### config.mk
export PLATFORM = sky130hd
export DESIGN_NAME = audio_i2s_tx_flat
export DESIGN_NICKNAME = d
export VERILOG_FILES = /design/src/rtl/audio_pkg.sv /design/src/rtl/audio_i2s_tx_if.sv /design/src/rtl/audio_bck_div.sv /design/src/rtl/audio_i2s_tx.sv /design/src/flat_wrapper.sv
export SDC_FILE = /design/constraint.sdc
export NUM_CORES = 1
export LEC_CHECK = 0
export BUFFER_PORTS_ARGS = -buffer_cell sky130_fd_sc_hd__buf_2
export CAP_MARGIN = 10
export CORE_MARGIN = 3
export CORE_UTILIZATION = 34
export DETAILED_ROUTE_END_ITERATION = 10
export GPL_TIMING_DRIVEN = 0
export PLACE_DENSITY = 0.49
export SLEW_MARGIN = 10
export SYNTH_ARGS = -nofsm -noshare
export SYNTH_HDL_FRONTEND = slang
export SYNTH_SLANG_ARGS = --single-unit
### constraint.sdc
create_clock -name clk -period 4.2 [get_ports clk]
set_input_delay 0.21 -clock clk [delete_from_list [all_inputs] [get_ports clk]]
set_output_delay 0.21 -clock clk [all_outputs]
set_load 0.005 [all_outputs]
### src/rtl/audio_pkg.sv
// Shared constants and the slot bit-select helper for the I2S transmitter.
package audio_pkg;

    localparam int SAMPLE_W   = 16;
    localparam int FRAME_BCKS = 64;
    localparam int SLOT_BCKS  = 32;
    localparam int CNT_W      = $clog2(FRAME_BCKS);
    localparam int IDX_W      = $clog2(SAMPLE_W);

    typedef struct packed {
        logic             valid;
        logic [IDX_W-1:0] idx;
    } bit_sel_t;

    // Position 0 of each slot is the I2S one-bit delay; positions 1..SAMPLE_W carry MSB..LSB.
    function automatic bit_sel_t i2s_bit_sel(input logic [CNT_W-1:0] b);
        bit_sel_t         sel;
        logic [CNT_W-1:0] off;
        off       = {1'b0, b[CNT_W-2:0]};
        sel.valid = (off >= CNT_W'(1)) && (off <= CNT_W'(SAMPLE_W));
        sel.idx   = IDX_W'(CNT_W'(SAMPLE_W) - off);
        return sel;
    endfunction

endpackage

### src/rtl/audio_i2s_tx_if.sv
// Sample source / DAC pin bundle of the I2S transmitter.
// The mute signal exists only when AUDIO_TX_MUTE_EN is defined.
interface audio_i2s_tx_if;
    import audio_pkg::*;

    logic signed [SAMPLE_W-1:0] left_audio;
    logic signed [SAMPLE_W-1:0] right_audio;
    logic                       next_sample;
    logic                       i2s_bck;
    logic                       i2s_lrck;
    logic                       i2s_data;
`ifdef AUDIO_TX_MUTE_EN
    logic                       mute;
`endif

    modport master (
`ifdef AUDIO_TX_MUTE_EN
        output mute,
`endif
        output left_audio, right_audio,
        input  next_sample, i2s_bck, i2s_lrck, i2s_data
    );

    modport slave (
`ifdef AUDIO_TX_MUTE_EN
        input  mute,
`endif
        input  left_audio, right_audio,
        output next_sample, i2s_bck, i2s_lrck, i2s_data
    );

endinterface

### src/rtl/audio_bck_div.sv
// Bit-clock divider: bck toggles every CLK_DIV clk; the strobes mark the clk whose edge toggles bck.
module audio_bck_div #(
    parameter int CLK_DIV = 4
) (
    input  logic clk,
    input  logic rst_n,
    output logic bck,
    output logic bck_fall,
    output logic bck_rise
);
    localparam int DIV_W = (CLK_DIV > 1) ? $clog2(CLK_DIV) : 1;

    logic [DIV_W-1:0] div_cnt;
    logic             tick;

    assign tick     = (div_cnt == DIV_W'(CLK_DIV - 1));
    assign bck_fall = tick & bck;
    assign bck_rise = tick & ~bck;

    always_ff @(posedge clk or negedge rst_n) begin
        if (!rst_n) begin
            div_cnt <= '0;
            bck     <= 1'b0;
        end else begin
            div_cnt <= tick ? '0 : div_cnt + DIV_W'(1);
            if (tick) begin
                bck <= ~bck;
            end
        end
    end

endmodule

### src/rtl/audio_i2s_tx.sv
// I2S transmitter: latches left/right at each 64-BCK frame boundary and shifts them out MSB first.
// Define AUDIO_TX_MUTE_EN to add a mute input that zeroes whole frames.
module audio_i2s_tx
    import audio_pkg::*;
#(
    parameter int CLK_DIV = 4
) (
    input logic           clk,
    input logic           rst_n,
    audio_i2s_tx_if.slave aif
);
    logic                bck;
    logic                bck_fall;
    logic                rise_unused;
    logic [CNT_W-1:0]    bit_cnt;
    logic [CNT_W-1:0]    bit_nxt;
    logic [SAMPLE_W-1:0] hold_l;
    logic [SAMPLE_W-1:0] hold_r;
    logic [SAMPLE_W-1:0] load_l;
    logic [SAMPLE_W-1:0] load_r;
    logic                next_sample;
    logic                lrck;
    logic                data;
    logic                data_nxt;
    logic                wrap;
    bit_sel_t            sel;

    audio_bck_div #(.CLK_DIV(CLK_DIV)) u_bck_div (
        .clk      (clk),
        .rst_n    (rst_n),
        .bck      (bck),
        .bck_fall (bck_fall),
        .bck_rise (rise_unused)
    );

    assign bit_nxt = bit_cnt + CNT_W'(1);
    assign wrap    = bck_fall && (bit_cnt == CNT_W'(FRAME_BCKS - 1));

`ifdef AUDIO_TX_MUTE_EN
    assign load_l = aif.mute ? '0 : aif.left_audio;
    assign load_r = aif.mute ? '0 : aif.right_audio;
`else
    assign load_l = aif.left_audio;
    assign load_r = aif.right_audio;
`endif

    // Data is computed for the period being entered, so it changes together with the BCK fall.
    always_comb begin
        sel      = i2s_bit_sel(bit_nxt);
        data_nxt = 1'b0;
        if (sel.valid) begin
            data_nxt = bit_nxt[CNT_W-1] ? hold_r[sel.idx] : hold_l[sel.idx];
        end
    end

    always_ff @(posedge clk or negedge rst_n) begin
        if (!rst_n) begin
            bit_cnt     <= '0;
            hold_l      <= '0;
            hold_r      <= '0;
            next_sample <= 1'b0;
            lrck        <= 1'b0;
            data        <= 1'b0;
        end else begin
            next_sample <= wrap;
            if (bck_fall) begin
                bit_cnt <= bit_nxt;
                lrck    <= bit_nxt[CNT_W-1];
                data    <= data_nxt;
            end
            if (wrap) begin
                hold_l <= load_l;
                hold_r <= load_r;
            end
        end
    end

    assign aif.next_sample = next_sample;
    assign aif.i2s_bck     = bck;
    assign aif.i2s_lrck    = lrck;
    assign aif.i2s_data    = data;

endmodule

### src/flat_wrapper.sv
// flat-port wrapper written by rule: the top's interface ports become plain ports
module audio_i2s_tx_flat import audio_pkg::*;
#(
    parameter int CLK_DIV = 4
)
  (clk, rst_n, aif_left_audio, aif_right_audio, aif_next_sample, aif_i2s_bck, aif_i2s_lrck, aif_i2s_data);
  audio_i2s_tx_if aif_i ();
  input logic clk;
  input logic rst_n;
  input wire logic [$bits(aif_i.left_audio)-1:0] aif_left_audio;
  input wire logic [$bits(aif_i.right_audio)-1:0] aif_right_audio;
  output wire logic [$bits(aif_i.next_sample)-1:0] aif_next_sample;
  output wire logic [$bits(aif_i.i2s_bck)-1:0] aif_i2s_bck;
  output wire logic [$bits(aif_i.i2s_lrck)-1:0] aif_i2s_lrck;
  output wire logic [$bits(aif_i.i2s_data)-1:0] aif_i2s_data;
  assign aif_i.left_audio = aif_left_audio;
  assign aif_i.right_audio = aif_right_audio;
  assign aif_next_sample = aif_i.next_sample;
  assign aif_i2s_bck = aif_i.i2s_bck;
  assign aif_i2s_lrck = aif_i.i2s_lrck;
  assign aif_i2s_data = aif_i.i2s_data;
  audio_i2s_tx #(.CLK_DIV(CLK_DIV)) u_core (.clk(clk), .rst_n(rst_n), .aif(aif_i));
endmodule
==> flow_metrics.tcl <==
set metrics [dict create \
    status "finished clean" \
    crit_start "u_core.bit_cnt[0]" \
    placement_rows 28 \
    syn_area_sq_um 2130 \
    numPortBuffers 37 \
    power.total_mw 0.769 \
    yosys.area_share.adder_pct 1.76 \
    synthSimpleGateAreaFrac_pct 23.3 \
    cp_data_arrival_time_ns 2.51 \
    fillers 594 \
    cts.sinks 43 \
    setup_viol 0 \
    tns_ns 0 \
    avgSynthCellArea_sq_um 9.93 \
    core_region_area_sq_um 5990 \
    synth_enable_flop_cells 0 \
    clk_pin_slew_worst_paths_ns 0.08 \
    yosysWarnings 0 \
    die_w_um 85.2 \
    grt_use_total_pct 13.4 \
    first_iter_violations 54 \
    vdd_drop_max_uv 152 \
    finalWirelength_um 4260 \
    wl_per_cell_um 12.7 \
    worstMarginPinSlew_ns 0.940 \
    design.portCount 38 \
    synthArstFlopShare_pct 100 \
    synth_area_leaders "dfrtp_1 (50%), nand2_1 (18%), mux4_4 (4.7%)" \
    cts_resized 0 \
    synth_cells 215 \
    ant_nets 0 \
    start_util_pct 35.6 \
    synth_top_area_share_pct 50.4 \
    grt_pass1_vias 1564 \
    crit_required_ns 4.42 \
    dr.pass1.iters 4 \
    synth.net_count 252 \
    vias 1539 \
    antenna_cells 0 \
    p_leak_nw 1.16 \
    grt_pass1_wl_um 7510 \
    fin_skew_ns 0.00553 \
    hold_viol 0 \
    dpl-instance-area_sq_um 2410 \
    via_per_inst 4.59 \
    htree_levels 2 \
    end_kind "flop" \
    final_net_count 296 \
    power_density_nw_per_um2 304 \
    grt_max_degree 44 \
    synth.distinct_cells 38 \
    worstSetupPathType "flop to flop" \
    drv_cap 0 \
    place_hpwl_um 3100 \
    yosysSeqAreaShare_pct 50.4 \
    period_needed_ns 2.30 \
    root_buffer "clkbuf_8" \
    globalplace.congestion 0.721 \
    slew_viol_final 0 \
    fmax_mhz 435 \
    drive_gt1_share_pct 25.8 \
    synthMuxAreaShare_pct 12.4 \
    worstPathMaxFanout 7 \
    final_area_sq_um 2530 \
    cts_made_buffers 5 \
    postCtsSetupBuffers 0 \
    grt_overflow 0 \
    die_area_sq_um 7270 \
    clock_latency_ns 0.29 \
    yosys_register_bits 43 \
    synth-compound-area-share_pct 5.16 \
    tritoncts "built" \
    die_h_um 85.2 \
    period_share_pct 54.7 \
    maxSlewHeadroom_pct 37.3 \
    yosysTopAreaCell "dfrtp_1" \
    yosys.area_share.xor_xnor_pct 2.87 \
    min_path_type "input pin to async pin" \
    synthTopCellsByCount "nand2_1 (101), dfrtp_1 (43), clkbuf_1 (7)" \
    synth_top_family_by_area "simple AND/OR/NAND/NOR gates" \
    synthFlopType "dfrtp_1" \
    final_core_util_pct 42.3 \
    drc 0 \
    start_kind "flop" \
    reg2reg_from "u_core.bit_cnt[0]" \
    rsz0062_at_grt "false" \
    synthMostInstantiatedCell "nand2_1" \
    synthToLayoutAreaGrowth_pct 18.6 \
    clk_path_buf_depth 2 \
    antenna_found_initial 0 \
    postCtsHoldBufs 0 \
]
==> logic make-up (layout without fill, tap and decap cells) <==
| logic type | Yosys count | in the layout |
|---|---|---|
| DFF | 43 | 43 |
| AOI/OAI and AO/OA | 11 | 11 |
| and+or+nand+nor | 121 | 121 |
| buffers and inverters | 15 | 60 |
| xor gates and xnor gates | 7 | 7 |
| muxes | 15 | 15 |
| adders and majority gates | 3 | 3 |
==> path summary, 6_finish.rpt <==
| check | endpoint | slack, ns | cells past startpoint |
|---|---|---|---|
| min in group clk | u_core.hold_l[8] | 0.10 | 3 |
| max in group asynchronous | u_core.hold_r[9] | 3.55 | 1 |
| min | u_core.hold_l[11] | 0.06 | 1 |
| max | u_core.aif.i2s_data | 1.90 | 9 |
| min reg2reg | u_core.u_bck_div.div_cnt[0] | 0.44 | 1 |
| max reg2reg | u_core.aif.i2s_data | 1.90 | 9 |
==> where the power goes <==
group          internal (mW)  switching (mW)  leakage [nW]  total [mW]
Clock                  0.192           0.140        0.0612       0.333
Combinational         0.0109          0.0115         0.689      0.0224
Sequential             0.414               0         0.414       0.414
Total                  0.617           0.152          1.16       0.769
==> critical path: stages (launching register included) <==
cell and delay [ns]:
dfrtp_1 0.37, buf_6 0.15, inv_1 0.07, ha_1 0.33, nand4bb_1 0.24, o21a_1 0.15, o311a_4 0.34, mux2i_1 0.13
mux2_2 0.27, o221ai_2 0.17
==> layout make-up <==
type,count,area [sq um],share of cell area (%)
plain buffers,12,76.3,3.02
clock buffers,6,82.6,3.26
clock inverters,2,35.0,1.38
inverters,3,11.3,0.445
multi-input cells,157,971,38.4
flip-flops and latches,43,1080,42.5
well taps,75,93.8,3.71
repair buffers,37,185,7.32
==> metal layers <==
layer | vias up | GRT usage (%) | routed length [um]
li1 | 794 | - | -
met1 | 719 | 18.3 | 2060
met2 | 24 | 20.8 | 2020
met3 | 2 | 3.40 | 152
met4 | 0 | 4.32 | 29
met5 | - | 0 | 0
==> cell usage in the layout (no fill, tap or decap), types with 2 or more instances in the layout <==
master	count
nor3_1	2
nand3_1	4
ha_1	3
clkbuf_1	7
mux2i_1	4
clkbuf_8	6
inv_1	2
xnor2_1	3
nor2_1	5
or2b_1	2
buf_6	2
xor2_1	4
o21a_1	2
buf_2	38
mux4_2	4
mux2_2	2
mux4_4	4
dfrtp_1	43
nand2_1	101
==> per-stage QoR <==
step	worst slack, ns	hold slack, ns	cells
6_report	1.90	0.0558	335
5_1_grt	1.63	0.0931	335
4_1_cts	1.89	0.0913	335
3_5_place_dp	1.91	0.402	327
3_3_place_gp	1.90	0.399	327
2_1_floorplan	2.04	-0.0856	215
==> registers in the layout, indices dropped and copies added (netlist names) <==
name,flops
u_core.aif.i2s_data,1
u_core.aif.i2s_lrck,1
u_core.aif.next_sample,1
u_core.bit_cnt,5
u_core.hold_l,16
u_core.hold_r,16
u_core.u_bck_div.bck,1
u_core.u_bck_div.div_cnt,2
No activity file was read; power rests on OpenSTA's default activity.
